===== src/rtl/uart_pkg.sv =====
// Shared UART types and constants used by the TX engine and (later) the RX path.
package uart_pkg;

  typedef enum logic [2:0] {
    IDLE,
    FETCH,
    START,
    DATA,
    PARITY,
    STOP
  } tx_state_t;

  localparam logic UART_IDLE_LVL  = 1'b1;
  localparam logic UART_START_LVL = 1'b0;
  localparam int   UART_DIV_WIDTH = 16;

endpackage


===== src/rtl/uart_baud_tick.sv =====
// Baud down-counter: reloads with div on restart or on expiry; bit_tick marks the last cycle of a bit.
module uart_baud_tick #(
  parameter int DIV_WIDTH = 16
) (
  input  logic                 clk,
  input  logic                 rst,
  input  logic                 restart,
  input  logic [DIV_WIDTH-1:0] div,
  output logic                 bit_tick
);

  logic [DIV_WIDTH-1:0] cnt;

  always_ff @(posedge clk or posedge rst) begin
    if (rst) begin
      cnt <= '0;
    end else if (restart || cnt == '0) begin
      cnt <= div;
    end else begin
      cnt <= cnt - DIV_WIDTH'(1);
    end
  end

  assign bit_tick = (cnt == '0);

endmodule


===== src/rtl/uart_tx_serializer.sv =====
// UART transmit engine: pops one FIFO entry per frame and shifts start/data/parity/stop onto uart_txd.
module uart_tx_serializer
  import uart_pkg::*;
#(
  parameter int DATA_BITS = 8,
  parameter int DIV_WIDTH = UART_DIV_WIDTH
) (
  input  logic                 sys_clk,
  input  logic                 sys_rst,
  input  logic                 tx_enable,
  input  logic [DIV_WIDTH-1:0] baud_div,
  input  logic                 parity_en,
  input  logic                 parity_odd,
  input  logic                 stop_bits2,
  input  logic                 fifo_empty,
  input  logic [DATA_BITS-1:0] fifo_dout,
  output logic                 fifo_pop,
  output logic                 uart_txd,
  output logic                 tx_busy,
  output logic                 tx_done
);

  localparam int IW = $clog2(DATA_BITS);
  localparam logic [IW-1:0] LAST_BIT = IW'(DATA_BITS - 1);

  tx_state_t            state, state_n;
  logic [DATA_BITS-1:0] shreg, shreg_n;
  logic [IW-1:0]        bit_idx, bit_idx_n;
  logic [DIV_WIDTH-1:0] div_q, tick_div;
  logic                 par_en_q, par_q, stop2_q;
  logic                 latch, txd_n, pop_n, done_n;
  logic                 baud_restart, bit_tick;

  // Counter is held at the live divisor until START, then reloads from the latched copy.
  assign baud_restart = (state == IDLE) || (state == FETCH);
  assign tick_div     = baud_restart ? baud_div : div_q;

  uart_baud_tick #(.DIV_WIDTH(DIV_WIDTH)) u_baud (
    .clk      (sys_clk),
    .rst      (sys_rst),
    .restart  (baud_restart),
    .div      (tick_div),
    .bit_tick (bit_tick)
  );

  always_ff @(posedge sys_clk or posedge sys_rst) begin
    if (sys_rst) begin
      div_q    <= '0;
      par_en_q <= 1'b0;
      par_q    <= 1'b0;
      stop2_q  <= 1'b0;
    end else if (latch) begin
      div_q    <= baud_div;
      par_en_q <= parity_en;
      par_q    <= ^fifo_dout ^ parity_odd;
      stop2_q  <= stop_bits2;
    end
  end

  always_ff @(posedge sys_clk or posedge sys_rst) begin
    if (sys_rst) begin
      state    <= IDLE;
      shreg    <= '0;
      bit_idx  <= '0;
      uart_txd <= UART_IDLE_LVL;
      fifo_pop <= 1'b0;
      tx_done  <= 1'b0;
      tx_busy  <= 1'b0;
    end else begin
      state    <= state_n;
      shreg    <= shreg_n;
      bit_idx  <= bit_idx_n;
      uart_txd <= txd_n;
      fifo_pop <= pop_n;
      tx_done  <= done_n;
      tx_busy  <= (state_n != IDLE);
    end
  end

  // Outputs are registered, so txd_n is the level for the cycle after the coming edge.
  always_comb begin
    state_n   = state;
    shreg_n   = shreg;
    bit_idx_n = bit_idx;
    txd_n     = UART_IDLE_LVL;
    pop_n     = 1'b0;
    done_n    = 1'b0;
    latch     = 1'b0;
    unique case (state)
      IDLE: begin
        if (tx_enable && !fifo_empty) begin
          state_n = FETCH;
          pop_n   = 1'b1;
        end
      end
      FETCH: begin
        latch     = 1'b1;
        shreg_n   = fifo_dout;
        bit_idx_n = '0;
        state_n   = START;
        txd_n     = UART_START_LVL;
      end
      START: begin
        txd_n = UART_START_LVL;
        if (bit_tick) begin
          state_n = DATA;
          txd_n   = shreg[0];
        end
      end
      DATA: begin
        txd_n = shreg[0];
        if (bit_tick) begin
          shreg_n = shreg >> 1;
          if (bit_idx == LAST_BIT) begin
            bit_idx_n = '0;
            if (par_en_q) begin
              state_n = PARITY;
              txd_n   = par_q;
            end else begin
              state_n = STOP;
              txd_n   = UART_IDLE_LVL;
            end
          end else begin
            bit_idx_n = bit_idx + IW'(1);
            txd_n     = shreg_n[0];
          end
        end
      end
      PARITY: begin
        txd_n = par_q;
        if (bit_tick) begin
          state_n = STOP;
          txd_n   = UART_IDLE_LVL;
        end
      end
      STOP: begin
        if (bit_tick) begin
          if (stop2_q && bit_idx == '0) begin
            bit_idx_n = IW'(1);
          end else begin
            state_n = IDLE;
            done_n  = 1'b1;
          end
        end
      end
      default: state_n = IDLE;
    endcase
  end

endmodule

===== config.mk =====
export PLATFORM = sky130hd
export DESIGN_NAME = uart_tx_serializer
export DESIGN_NICKNAME = d
export VERILOG_FILES = /design/src/rtl/uart_pkg.sv /design/src/rtl/uart_baud_tick.sv /design/src/rtl/uart_tx_serializer.sv
export SDC_FILE = /design/constraint.sdc
export NUM_CORES = 1
export LEC_CHECK = 0
export BUFFER_PORTS_ARGS = -buffer_cell sky130_fd_sc_hd__buf_4
export CORE_MARGIN = 4
export CORE_UTILIZATION = 40
export CTS_BUF_LIST = sky130_fd_sc_hd__clkbuf_8 sky130_fd_sc_hd__clkbuf_16
export DETAILED_ROUTE_END_ITERATION = 16
export HOLD_SLACK_MARGIN = 0.06
export PLACE_DENSITY = 0.71
export RECOVER_POWER = 25
export SLEW_MARGIN = 20
export SYNTH_ARGS = -nofsm -noshare
export SYNTH_HDL_FRONTEND = slang
export SYNTH_SLANG_ARGS = --single-unit
export TNS_END_PERCENT = 1

===== constraint.sdc =====
create_clock -name sys_clk -period 5.75 [get_ports sys_clk]
set_clock_uncertainty 0.1 [all_clocks]
set_input_delay 0.2875 -clock sys_clk [delete_from_list [all_inputs] [get_ports sys_clk]]
set_output_delay 0.2875 -clock sys_clk [all_outputs]
set_load 0.005 [all_outputs]

==> results of run 1 <==
## power by group
group	internal, mW	total, mW	switching (mW)
clock network	0.140	0.256	0.116
logic	0.199	0.370	0.171
registers	0.533	0.673	0.141
total	0.872	1.30	0.428
## layer usage
layer	track usage	up-vias	share of wire
met2	0.237	47	0.46
met4	0.0548	0	0.020
met3	0.0217	10	0.040
li1	-	1041	-
met5	0	-	0
met1	0.183	998	0.48
## cell families (layout without fill, tap and decap cells)
| family | after synthesis | in the layout |
|---|---|---|
| fa+ha+maj | 5 | 5 |
| xor+xnor | 17 | 17 |
| compound gates | 62 | 62 |
| flops | 53 | 53 |
| buf+inv | 19 | 51 |
| mux | 22 | 22 |
| simple gates | 95 | 95 |
## sequential cells by signal, indices dropped and copies added, names as in the netlist
register    flops
div_q          16
u_baud.cnt     16
shreg           8
bit_idx         3
state           3
fifo_pop        1
par_en_q        1
par_q           1
stop2_q         1
tx_busy         1
tx_done         1
uart_txd        1
## critical path: stages (launching register included)
cell and delay, ns:
dfrtp_1 0.44, inv_1 0.08, ha_1 0.32, nor4b_1 0.43
nand4_1 0.59, o21ai_2 0.49, o22ai_1 0.13, nor2_1 0.10
## metrics by stage
stage          utilization  power (mW)  instances  cell area (sq um)  hold slack, ns
2_1_floorplan            -       0.943        273               2730           0.285
3_3_place_gp         0.468        1.03        373               3040           0.383
3_5_place_dp         0.468        1.05        373               3040           0.383
4_1_cts              0.487        1.31        382               3160          0.0874
5_1_grt              0.487        1.40        382               3170          0.0944
6_report             0.487        1.30        382               3170          0.0945
## final timing paths
path	from	end	slack, ns	cells past startpoint
worst max-delay path	u_baud.cnt[0]$_DFF_PP0_	shreg[3]$_DFFE_PP0P_	3.00	7
worst min-delay path	baud_div[3]	u_baud.cnt[3]$_DFF_PP0_	0.09	3
worst max register to register	u_baud.cnt[0]$_DFF_PP0_	shreg[3]$_DFFE_PP0P_	3.00	7
worst min register to register	div_q[4]$_DFFE_PP0P_	div_q[4]$_DFFE_PP0P_	0.41	1
max in group asynchronous	sys_rst	div_q[10]$_DFFE_PP0P_	4.06	2
min in group asynchronous	sys_rst	div_q[0]$_DFFE_PP0P_	0.48	2
## cell usage after synthesis (all sizes together), types with 2 or more instances
cell / count / area [sq um]
or3: 3 / 18.8
o221ai: 2 / 17.5
xor2: 5 / 43.8
o22ai: 8 / 50.1
o31ai: 2 / 15.0
mux2: 19 / 214
o211ai: 2 / 15.0
inv: 6 / 22.5
mux2i: 3 / 30.0
nand3b: 2 / 15.0
nand3: 10 / 50.1
nor4b: 2 / 17.5
nor4: 3 / 40.0
clkbuf: 9 / 33.8
nand4: 3 / 18.8
nor3: 6 / 30.0
o21ai: 30 / 154
buf: 4 / 22.5
or2: 2 / 15.0
a21oi: 11 / 66.3
nor2: 25 / 93.8
nand2: 29 / 109
xnor2: 12 / 105
nand4b: 2 / 23.8
dfrtp: 52 / 1300
a21o: 3 / 22.5
nor2b: 2 / 12.5
ha: 5 / 62.6
## layout make-up
| type | instances | area, sq um | area share |
|---|---|---|---|
| clock buffers | 6 | 82.6 | 0.0261 |
| clock inverters | 2 | 33.8 | 0.0107 |
| inverters | 6 | 23.8 | 0.00751 |
| multi-input cells | 201 | 1320 | 0.417 |
| flip-flops and latches | 53 | 1330 | 0.419 |
| well taps | 77 | 96.3 | 0.0304 |
| repair buffers | 37 | 280 | 0.0885 |
## timing repair
item | in CTS | in global routing
resized for setup | 0 | 0
setup buffers | 0 | 0
endpoints found under the hold margin | 1 | 0
hold buffers | 1 | 0
==> results.sh, run 1 <==
export IMPL_status="finished with violations"
export IMPL_violations="max-capacitance violations, max-slew violations"
export IMPL_fillers=593
export IMPL_finalHoldViolCount=0
export IMPL_cts_sinks=53
export IMPL_ys_seq_area_frac=0.487
export IMPL_fin_tns_setup_ns=0
export IMPL_drive_gt1_frac=0.233
export IMPL_async_flop_share=1.00
export IMPL_drv_slew=54
export IMPL_nNetsFinal=340
export IMPL_grt_max_degree=54
export IMPL_synth_fp_nets=309
export IMPL_vias_per_cell=5.49
export IMPL_syn2layout_area_growth_pct=16.1
export IMPL_path_max_fanout=15
export IMPL_post_dp_hpwl_um=3930
export IMPL_synthSimpleGateAreaFrac=0.180
export IMPL_synth_cell_types=48
export IMPL_core_sq_um=6490
export IMPL_antenna_found_initial=0
export IMPL_initialDrtViolationCount=129
export IMPL_place_ws_ns=3.03
export IMPL_hp_class="primary input to register"
export IMPL_synth_edf_count=0
export IMPL_cts_buffer_depth=2
export IMPL_yosys_area_share_xor_xnor=0.0546
export IMPL_synth_top_family_by_area="simple AND/OR/NAND/NOR gates"
export IMPL_grt_pass1_vias=2062
export IMPL_grt_ovfl_total=0
export IMPL_cts_tree="done"
export IMPL_cts_buffers_inserted=5
export IMPL_layout_common_cells="dfrtp_1 (52), buf_4 (35), nand2_1 (29)"
export IMPL_min_period_ns=2.75
export IMPL_cp_arrival_ns=2.88
export IMPL_rsz0062_at_grt="false"
export IMPL_dieWidth_um=90.6
export IMPL_die_h_um=90.6
export IMPL_setup_ws_ns=3.00
export IMPL_rows=29
export IMPL_pwr_density_cell_nw_per_um2=411
export IMPL_yosys_mux_area_fraction=0.0894
export IMPL_synth_cells=273
export IMPL_ys_seq_elements=53
export IMPL_drc_errors=0
export IMPL_slew_headroom=-0.496
export IMPL_wl_um=5540
export IMPL_postSynthAreaPerCell_sq_um=9.99
export IMPL_first_pass_iters=4
export IMPL_vdd_drop_max_uv=175
export IMPL_setup_viol=0
export IMPL_drv_cap=1
export IMPL_io_pins=35
export IMPL_start_util=0.420
export IMPL_path_clk_slew_ns=0.09
export IMPL_end_kind="register"
export IMPL_final_common_cell="dfrtp_1"
export IMPL_critPathRequiredTime_ns=5.88
export IMPL_startpoint_type="register"
export IMPL_clock_fmax_ghz=0.364
export IMPL_clk_latency_ns=0.30
export IMPL_gr_usage_all_layers=0.141
export IMPL_die_area_sq_um=8200
export IMPL_syn_area_sq_um=2730
export IMPL_antenna_left=0
export IMPL_cts_root_buf="clkbuf_8"
export IMPL_critPathKind="register to register"
export IMPL_vias=2096
export IMPL_grt_pass1_wl_um=9460
export IMPL_tightest_slew_ns=2.23
export IMPL_synthFlopType="dfrtp_1"
export IMPL_synth_compound_area_share=0.138
export IMPL_gp_congestion=0.855
export IMPL_wl_per_cell_um=14.5
export IMPL_yosys_warnings=0
export IMPL_synth_adder_area_share=0.0229
export IMPL_io_buffers=34
export IMPL_fin_crit_sh=0.478
export IMPL_htreeDepth=2
export IMPL_diodes=0
export IMPL_leakage_nw=1.34
Power figures use the tool's default switching activity.
==> run 2, diff against run 1 <==
--- a/config.mk
+++ b/config.mk
@@ -5,13 +5,14 @@
 export SDC_FILE = /design/constraint.sdc
 export NUM_CORES = 1
 export LEC_CHECK = 0
+export ABC_AREA = 1
 export BUFFER_PORTS_ARGS = -buffer_cell sky130_fd_sc_hd__buf_4
 export CORE_MARGIN = 4
 export CORE_UTILIZATION = 40
 export CTS_BUF_LIST = sky130_fd_sc_hd__clkbuf_8 sky130_fd_sc_hd__clkbuf_16
 export DETAILED_ROUTE_END_ITERATION = 16
 export HOLD_SLACK_MARGIN = 0.06
-export PLACE_DENSITY = 0.71
+export PLACE_DENSITY = 0.72
 export RECOVER_POWER = 25
 export SLEW_MARGIN = 20
 export SYNTH_ARGS = -nofsm -noshare
==> constraint.sdc (replaced) <==
create_clock -name sys_clk -period 2.36 [get_ports sys_clk]
set_clock_uncertainty 0.1 [all_clocks]
set_input_delay 0.118 -clock sys_clk [delete_from_list [all_inputs] [get_ports sys_clk]]
set_output_delay 0.118 -clock sys_clk [all_outputs]
set_load 0.005 [all_outputs]
==> run 2 against run 1 <==
  * The run now ends clean
  * Sequential power grew 69%
  * Maximum frequency grew 50%
  * Register-to-register slack lost 2.5 ns
  * Via count grew 24%
  * Count of clock-buffer cells in the layout shrank 1
  * Clock power grew 100%
==> results.sh, run 2 <==
export IMPL_status="complete, no violations"
export IMPL_initialDrtViolationCount=100
export IMPL_antenna_left=0
export IMPL_path_clk_slew_ns=0.10
export IMPL_core_sq_um=7330
export IMPL_tightest_slew_ns=1.27
export IMPL_crit_slowest_cell="dfrtp_1"
export IMPL_ys_seq_area_frac=0.437
export IMPL_cts_root_buf="clkbuf_8"
export IMPL_dieWidth_um=95.2
export IMPL_io_buffers=34
export IMPL_io_pins=35
export IMPL_rows=31
export IMPL_fillers=710
export IMPL_yosys_warnings=0
export IMPL_synth_common_cells="nand2_1 (103), dfrtp_1 (52), inv_1 (48)"
export IMPL_cp_startpoint="u_baud.cnt[0]$_DFF_PP0_"
export IMPL_htreeDepth=2
export IMPL_worst_hold_slack_ns=0.0955
export IMPL_cp_slowest_stage_delay_ns=0.39
export IMPL_cts_setup_buffers=0
export IMPL_setup_viol=0
export IMPL_fin_crit_sh=0.774
export IMPL_clock_fmax_ghz=0.548
export IMPL_yosys_area_top_type="dfrtp_1"
export IMPL_grt_pass1_wl_um=11100
export IMPL_grt_pass1_vias=2520
export IMPL_clk_latency_ns=0.31
export IMPL_leakage_nw=1.79
export IMPL_diodes=0
export IMPL_synth_area_leaders="dfrtp_1 (43%), nand2_1 (13%), inv_1 (5.9%)"
export IMPL_end_kind="register"
export IMPL_seqPwrFrac=0.525
export IMPL_vias=2605
export IMPL_vdd_drop_max_uv=261
export IMPL_p_int_mw=1.48
export IMPL_cts_sinks=53
export IMPL_wl_per_cell_um=11.8
export IMPL_synth_cell_types=36
export IMPL_utilization=0.501
export IMPL_first_pass_iters=4
export IMPL_reg2reg_to="u_baud.cnt[4]$_DFF_PP0_"
export IMPL_cts_buffer_depth=2
export IMPL_cts_tree="done"
export IMPL_postSynthAreaPerCell_sq_um=7.87
export IMPL_min_period_ns=1.83
export IMPL_gr_usage_all_layers=0.153
export IMPL_wl_um=6430
export IMPL_crit_buf_inv=2
export IMPL_p_total_mw=2.17
export IMPL_start_util=0.414
export IMPL_antenna_found_initial=0
export IMPL_cpMostUsedCell="nand2_2"
export IMPL_layout_common_cells="nand2_1 (103), dfrtp_1 (52), inv_1 (48)"
export IMPL_drive_gt1_frac=0.173
export IMPL_gp_congestion=0.913
export IMPL_slew_headroom=0.153
export IMPL_syn2layout_area_growth_pct=20.8
export IMPL_worst_path_stages=9
export IMPL_nNetsFinal=479
export IMPL_post_dp_hpwl_um=4580
export IMPL_ys_seq_elements=53
export IMPL_largest_registers="div_q: 16 flops, u_baud.cnt: 16 flops, shreg: 8 flops"
export IMPL_worstRegToRegCells=9
export IMPL_critPathRequiredTime_ns=2.46
export IMPL_drv_slew=0
export IMPL_async_flop_share=1.00
export IMPL_path_max_fanout=18
export IMPL_synth_top_area_share=0.428
export IMPL_swShare=0.321
export IMPL_hp_class="primary input to register"
export IMPL_seq_area_sq_um=1330
export IMPL_critPathKind="register to register"
export IMPL_synth_cells=386
export IMPL_syn_area_sq_um=3040
export IMPL_path_delay_family="simple AND/OR/NAND/NOR gates"
export IMPL_drc_errors=0
export IMPL_drv_cap=0
export IMPL_rsz0062_at_grt="false"
export IMPL_cp_arrival_ns=1.93
export IMPL_grt_ovfl_total=0
export IMPL_grt_max_degree=54
export IMPL_reg2reg_from="u_baud.cnt[0]$_DFF_PP0_"
export IMPL_crit_chain="inv_1 -> ha_1 -> nand2_2 -> nor2_2 -> nand2_2 -> nand2_4 -> inv_4 -> o21ai_0 -> o21ai_2"
export IMPL_combPwrFrac=0.238
export IMPL_finalHoldViolCount=0
export IMPL_pwr_density_cell_nw_per_um2=592
export IMPL_cts_buffers_inserted=5
export IMPL_p_clk_frac=0.237
export IMPL_fin_tns_setup_ns=0
export IMPL_synth_most_common_cell="nand2_1"
export IMPL_startpoint_type="register"
export IMPL_die_h_um=95.2
export IMPL_synthFlopType="dfrtp_1"
export IMPL_synth_edf_count=0
export IMPL_die_area_sq_um=9050
export IMPL_ff2ff_setup_slack_ns=0.53
export IMPL_multi_input_comb_area_sq_um=1430
export IMPL_synth_fp_nets=422
export IMPL_netSwitchingPower_mw=0.698
export IMPL_endpoint="u_baud.cnt[4]$_DFF_PP0_"
export IMPL_vias_per_cell=4.80
export IMPL_final_common_cell="nand2_1"
-- run 2: changes by cell type after synthesis, moves of 8 or more --
cell | previous run | this run
nor2_2 | 0 | 8
o21ai_0 | 28 | 19
mux2_2 | 18 | 0
o21ai_1 | 1 | 26
o22ai_1 | 8 | 0
nand2_1 | 29 | 103
clkbuf_1 | 9 | 1
inv_1 | 6 | 48
nor2_1 | 25 | 37
-- run 2: repair_timing --
| action | 4_1_cts | 5_1_grt |
|---|---|---|
| hold endpoints to repair | 74 | 0 |
| gates resized for setup | 0 | 0 |
| hold buffers | 23 | 0 |
-- run 2: worst min-delay path by stage --
stage          slack [ns]  cells past startpoint              endpoint         start
3_3_place_gp          0.1                      3  shreg[2]$_DFFE_PP0P_       sys_rst
4_1_cts              0.09                      5  shreg[2]$_DFFE_PP0P_  fifo_dout[2]
6_report              0.1                      5  shreg[2]$_DFFE_PP0P_  fifo_dout[2]
2_1_floorplan        0.13                      2  par_en_q$_DFFE_PP0P_     parity_en
3_5_place_dp         0.09                      3  div_q[1]$_DFFE_PP0P_       sys_rst
5_1_grt              0.13                      5  shreg[2]$_DFFE_PP0P_  fifo_dout[2]
-- run 2: cell families after synthesis --
logic type | synth area share
compound gates | 0.136
simple gates | 0.267
xor+xnor | 0.0461
flops | 0.437
fa+ha+maj | 0.0206
buf+inv | 0.0939
-- run 2: layout make-up --
type,count,area share
Tap cell,99,0.0337
Inverter,52,0.0552
Sequential cell,53,0.362
Clock buffer,5,0.0187
Clock inverter,3,0.00477
Timing Repair Buffer,60,0.138
Multi-Input combinational cell,271,0.388
-- run 2: layer usage --
metal,global-route usage,vias to the layer above,part of all wire
met5,0,-,0
met4,0.0553,0,0.017
met3,0.0300,12,0.042
met2,0.256,51,0.48
met1,0.197,1214,0.46
li1,-,1328,-
-- run 2: per-stage QoR --
| step | instances | worst slack, ns | cell area (sq um) |
|---|---|---|---|
| 3_3_place_gp | 512 | 0.631 | 3370 |
| 2_1_floorplan | 386 | 0.773 | 3040 |
| 6_report | 543 | 0.535 | 3670 |
| 3_5_place_dp | 512 | 0.527 | 3370 |
| 5_1_grt | 543 | 0.359 | 3670 |
| 4_1_cts | 543 | 0.510 | 3690 |
-- run 2: worst reg2reg max path, stage by stage (launching register included) --
cell and delay [ns]:
dfrtp_1 0.39, inv_1 0.10, ha_1 0.20, nand2_2 0.12, nor2_2 0.18, nand2_2 0.10, nand2_4 0.19, inv_4 0.14
o21ai_0 0.12, o21ai_2 0.08
-- run 2: power groups by stage --
stage / Combinational (mW) / Clock, mW / Sequential, mW
final: 0.517 / 0.515 / 1.14
after global routing: 0.595 / 0.563 / 1.16
after CTS: 0.529 / 0.532 / 1.14
after detailed placement: 0.490 / 0 / 1.16
after global placement: 0.481 / 0 / 1.16
after floorplan: 0.376 / 0 / 1.13
==> run 3, diff against run 2 <==
--- a/config.mk
+++ b/config.mk
@@ -5,14 +5,14 @@
 export SDC_FILE = /design/constraint.sdc
 export NUM_CORES = 1
 export LEC_CHECK = 0
-export ABC_AREA = 1
+export ABC_AREA = 0
 export BUFFER_PORTS_ARGS = -buffer_cell sky130_fd_sc_hd__buf_4
 export CORE_MARGIN = 4
 export CORE_UTILIZATION = 40
 export CTS_BUF_LIST = sky130_fd_sc_hd__clkbuf_8 sky130_fd_sc_hd__clkbuf_16
 export DETAILED_ROUTE_END_ITERATION = 16
 export HOLD_SLACK_MARGIN = 0.06
-export PLACE_DENSITY = 0.72
+export PLACE_DENSITY = 0.73
 export RECOVER_POWER = 25
 export SLEW_MARGIN = 20
 export SYNTH_ARGS = -nofsm -noshare
==> constraint.sdc (replaced) <==
create_clock -name sys_clk -period 1.5 [get_ports sys_clk]
set_clock_uncertainty 0.1 [all_clocks]
set_input_delay 0.075 -clock sys_clk [delete_from_list [all_inputs] [get_ports sys_clk]]
set_output_delay 0.075 -clock sys_clk [all_outputs]
set_load 0.005 [all_outputs]
==> run 3 against run 2 <==
  * The run now ends with negative setup slack left
  * Critical path type unchanged
  * Sequential power increased by 120%
  * Combinational power increased to 4.5 times the previous value
  * First-iteration DRC count increased by 8.0%
  * Final cell count decreased by 15%
  * Die area decreased by 9.4%
  * Wire length increased by 1.1%
  * Sequential cell count unchanged
  * Sequential share of layout area decreased by 2.6 points
  * Setup slack got worse by 0.96 ns
  * Register-to-register slack got worse by 0.96 ns
  * Largest cell class unchanged
==> results.sh, run 3 (synthesized netlist as in run 1, its figures left out) <==
export IMPL_post_dp_hpwl_um=4490
export IMPL_path_clk_slew_ns=0.09
export IMPL_die_area_sq_um=8200
export IMPL_end_kind="register"
export IMPL_path_max_fanout=8
export IMPL_grt_ovfl_total=0
export IMPL_grt_pass1_wl_um=11200
export IMPL_grt_max_degree=35
export IMPL_critPathKind="register to register"
export IMPL_hold_depth=6
export IMPL_cp_arrival_ns=2.07
export IMPL_drv_cap=0
export IMPL_worstRegToRegCells=9
export IMPL_path_delay_family="buffers and inverters"
export IMPL_largest_registers="div_q: 16 flops, u_baud.cnt: 16 flops, shreg: 8 flops"
export IMPL_slew_headroom=0.452
export IMPL_hp_class="primary input to register"
export IMPL_drv_slew=0
export IMPL_cts_buffers_inserted=5
export IMPL_violations="negative setup slack"
export IMPL_wl_um=6500
export IMPL_diodes=0
export IMPL_antenna_found_initial=0
export IMPL_start_util=0.420
export IMPL_min_to="par_q$_DFFE_PP0P_"
export IMPL_startpoint_type="register"
export IMPL_p_total_mw=5.71
export IMPL_drc_errors=0
export IMPL_finalHoldViolCount=0
export IMPL_cts_buffer_depth=2
export IMPL_setup_ws_ns=-0.425
export IMPL_final_common_cell="buf_4"
export IMPL_gp_congestion=0.874
export IMPL_vdd_drop_max_uv=601
export IMPL_drive_gt1_frac=0.377
export IMPL_io_pins=35
export IMPL_rows=29
export IMPL_ff2ff_setup_slack_ns=-0.42
export IMPL_min_period_ns=1.92
export IMPL_crit_slowest_cell="dfrtp_1"
export IMPL_htreeDepth=2
export IMPL_core_sq_um=6490
export IMPL_leakage_nw=1.72
export IMPL_syn2layout_area_growth_pct=45.3
export IMPL_reg2reg_to="shreg[4]$_DFFE_PP0P_"
export IMPL_grt_pass1_vias=2420
export IMPL_setup_viol=33
export IMPL_cts_sinks=53
export IMPL_min_from="parity_odd"
export IMPL_io_buffers=34
export IMPL_status="finished with violations"
export IMPL_cts_root_buf="clkbuf_8"
export IMPL_fillers=521
export IMPL_antenna_left=0
export IMPL_rsz0062_at_grt="true"
export IMPL_cp_slowest_stage_delay_ns=0.40
export IMPL_crit_chain="inv_1 -> ha_2 -> nor4b_4 -> buf_4 -> nand4_1 -> buf_6 -> o21ai_4 -> o22ai_1 -> nor2_1"
export IMPL_vias_per_cell=5.14
export IMPL_initialDrtViolationCount=108
export IMPL_clk_latency_ns=0.31
export IMPL_reg2reg_from="u_baud.cnt[0]$_DFF_PP0_"
export IMPL_wl_per_cell_um=14.2
export IMPL_tightest_slew_ns=0.821
export IMPL_first_pass_iters=4
export IMPL_clock_fmax_ghz=0.520
export IMPL_die_h_um=90.6
export IMPL_pwr_density_cell_nw_per_um2=1440
export IMPL_cts_tree="done"
export IMPL_nNetsFinal=417
export IMPL_layout_common_cells="buf_4 (77), dfrtp_1 (49), dlygate4sd3_1 (29)"
export IMPL_fin_crit_sh=1.28
export IMPL_crit_buf_inv=3
export IMPL_dieWidth_um=90.6
export IMPL_fin_tns_setup_ns=-11.16
export IMPL_critPathRequiredTime_ns=1.64
export IMPL_gr_usage_all_layers=0.165
export IMPL_vias=2361
[run 3: report_power, final]
part,internal [mW],total (mW),switching [mW],leakage [nW]
Clock,0.369,0.834,0.464,0.0486
Combinational,1.33,2.32,0.992,1.05
Sequential,2.05,2.56,0.510,0.627
Total,3.74,5.71,1.97,1.72
[run 3: what timing repair did]
item	CTS	global route
buffers inserted	2	1
resized for setup	29	19
gates cloned	0	0
pin swaps	5	4
hold buffers	29	0
endpoints found under the setup margin	51	52
endpoints found under the hold margin	66	0
[run 3: layout make-up]
class	count	area (sq um)	share of cell area
multi-input combinational	201	1460	0.367
sequential	53	1330	0.336
timing repair buffer	114	963	0.243
tap	77	96.3	0.0243
clock buffer	6	82.6	0.0208
inverter	6	22.5	0.00568
clock inverter	2	11.3	0.00284
[run 3: how the worst max path moves through the flow]
stage,cells past startpoint,to,slack (ns),from
floorplan,5,bit_idx[2]$_DFFE_PP0P_,-0.51,u_baud.cnt[3]$_DFF_PP0_
global placement,6,u_baud.cnt[10]$_DFF_PP0_,-0.46,u_baud.cnt[3]$_DFF_PP0_
global route,9,shreg[4]$_DFFE_PP0P_,-0.56,u_baud.cnt[0]$_DFF_PP0_
detailed placement,9,shreg[3]$_DFFE_PP0P_,-0.48,u_baud.cnt[0]$_DFF_PP0_
CTS,6,u_baud.cnt[10]$_DFF_PP0_,-0.43,u_baud.cnt[4]$_DFF_PP0_
finish,9,shreg[4]$_DFFE_PP0P_,-0.42,u_baud.cnt[0]$_DFF_PP0_
[run 3: layer usage]
layer | vias to the layer above | track usage | part of all wire
li1 | 1188 | - | -
met1 | 1125 | 0.222 | 0.47
met2 | 38 | 0.263 | 0.48
met3 | 10 | 0.0308 | 0.033
met4 | 0 | 0.0625 | 0.019
met5 | - | 0 | 0
[run 3: worst register-to-register path: stages (launching register included)]
cell     delay (ns)
dfrtp_1        0.40
inv_1          0.07
ha_2           0.17
nor4b_4        0.18
buf_4          0.15
nand4_1        0.13
buf_6          0.19
o21ai_4        0.25
o22ai_1        0.12
nor2_1         0.10
[run 3: metrics by stage]
stage,worst slack [ns],utilization,area [sq um],cells,hold slack [ns]
2_1_floorplan,-0.508,-,2740,273,0.0722
3_3_place_gp,-0.464,0.525,3410,419,0.00165
3_5_place_dp,-0.477,0.525,3410,419,0.0178
4_1_cts,-0.429,0.595,3860,458,0.232
5_1_grt,-0.556,0.610,3960,459,0.400
6_report,-0.425,0.610,3960,459,0.326
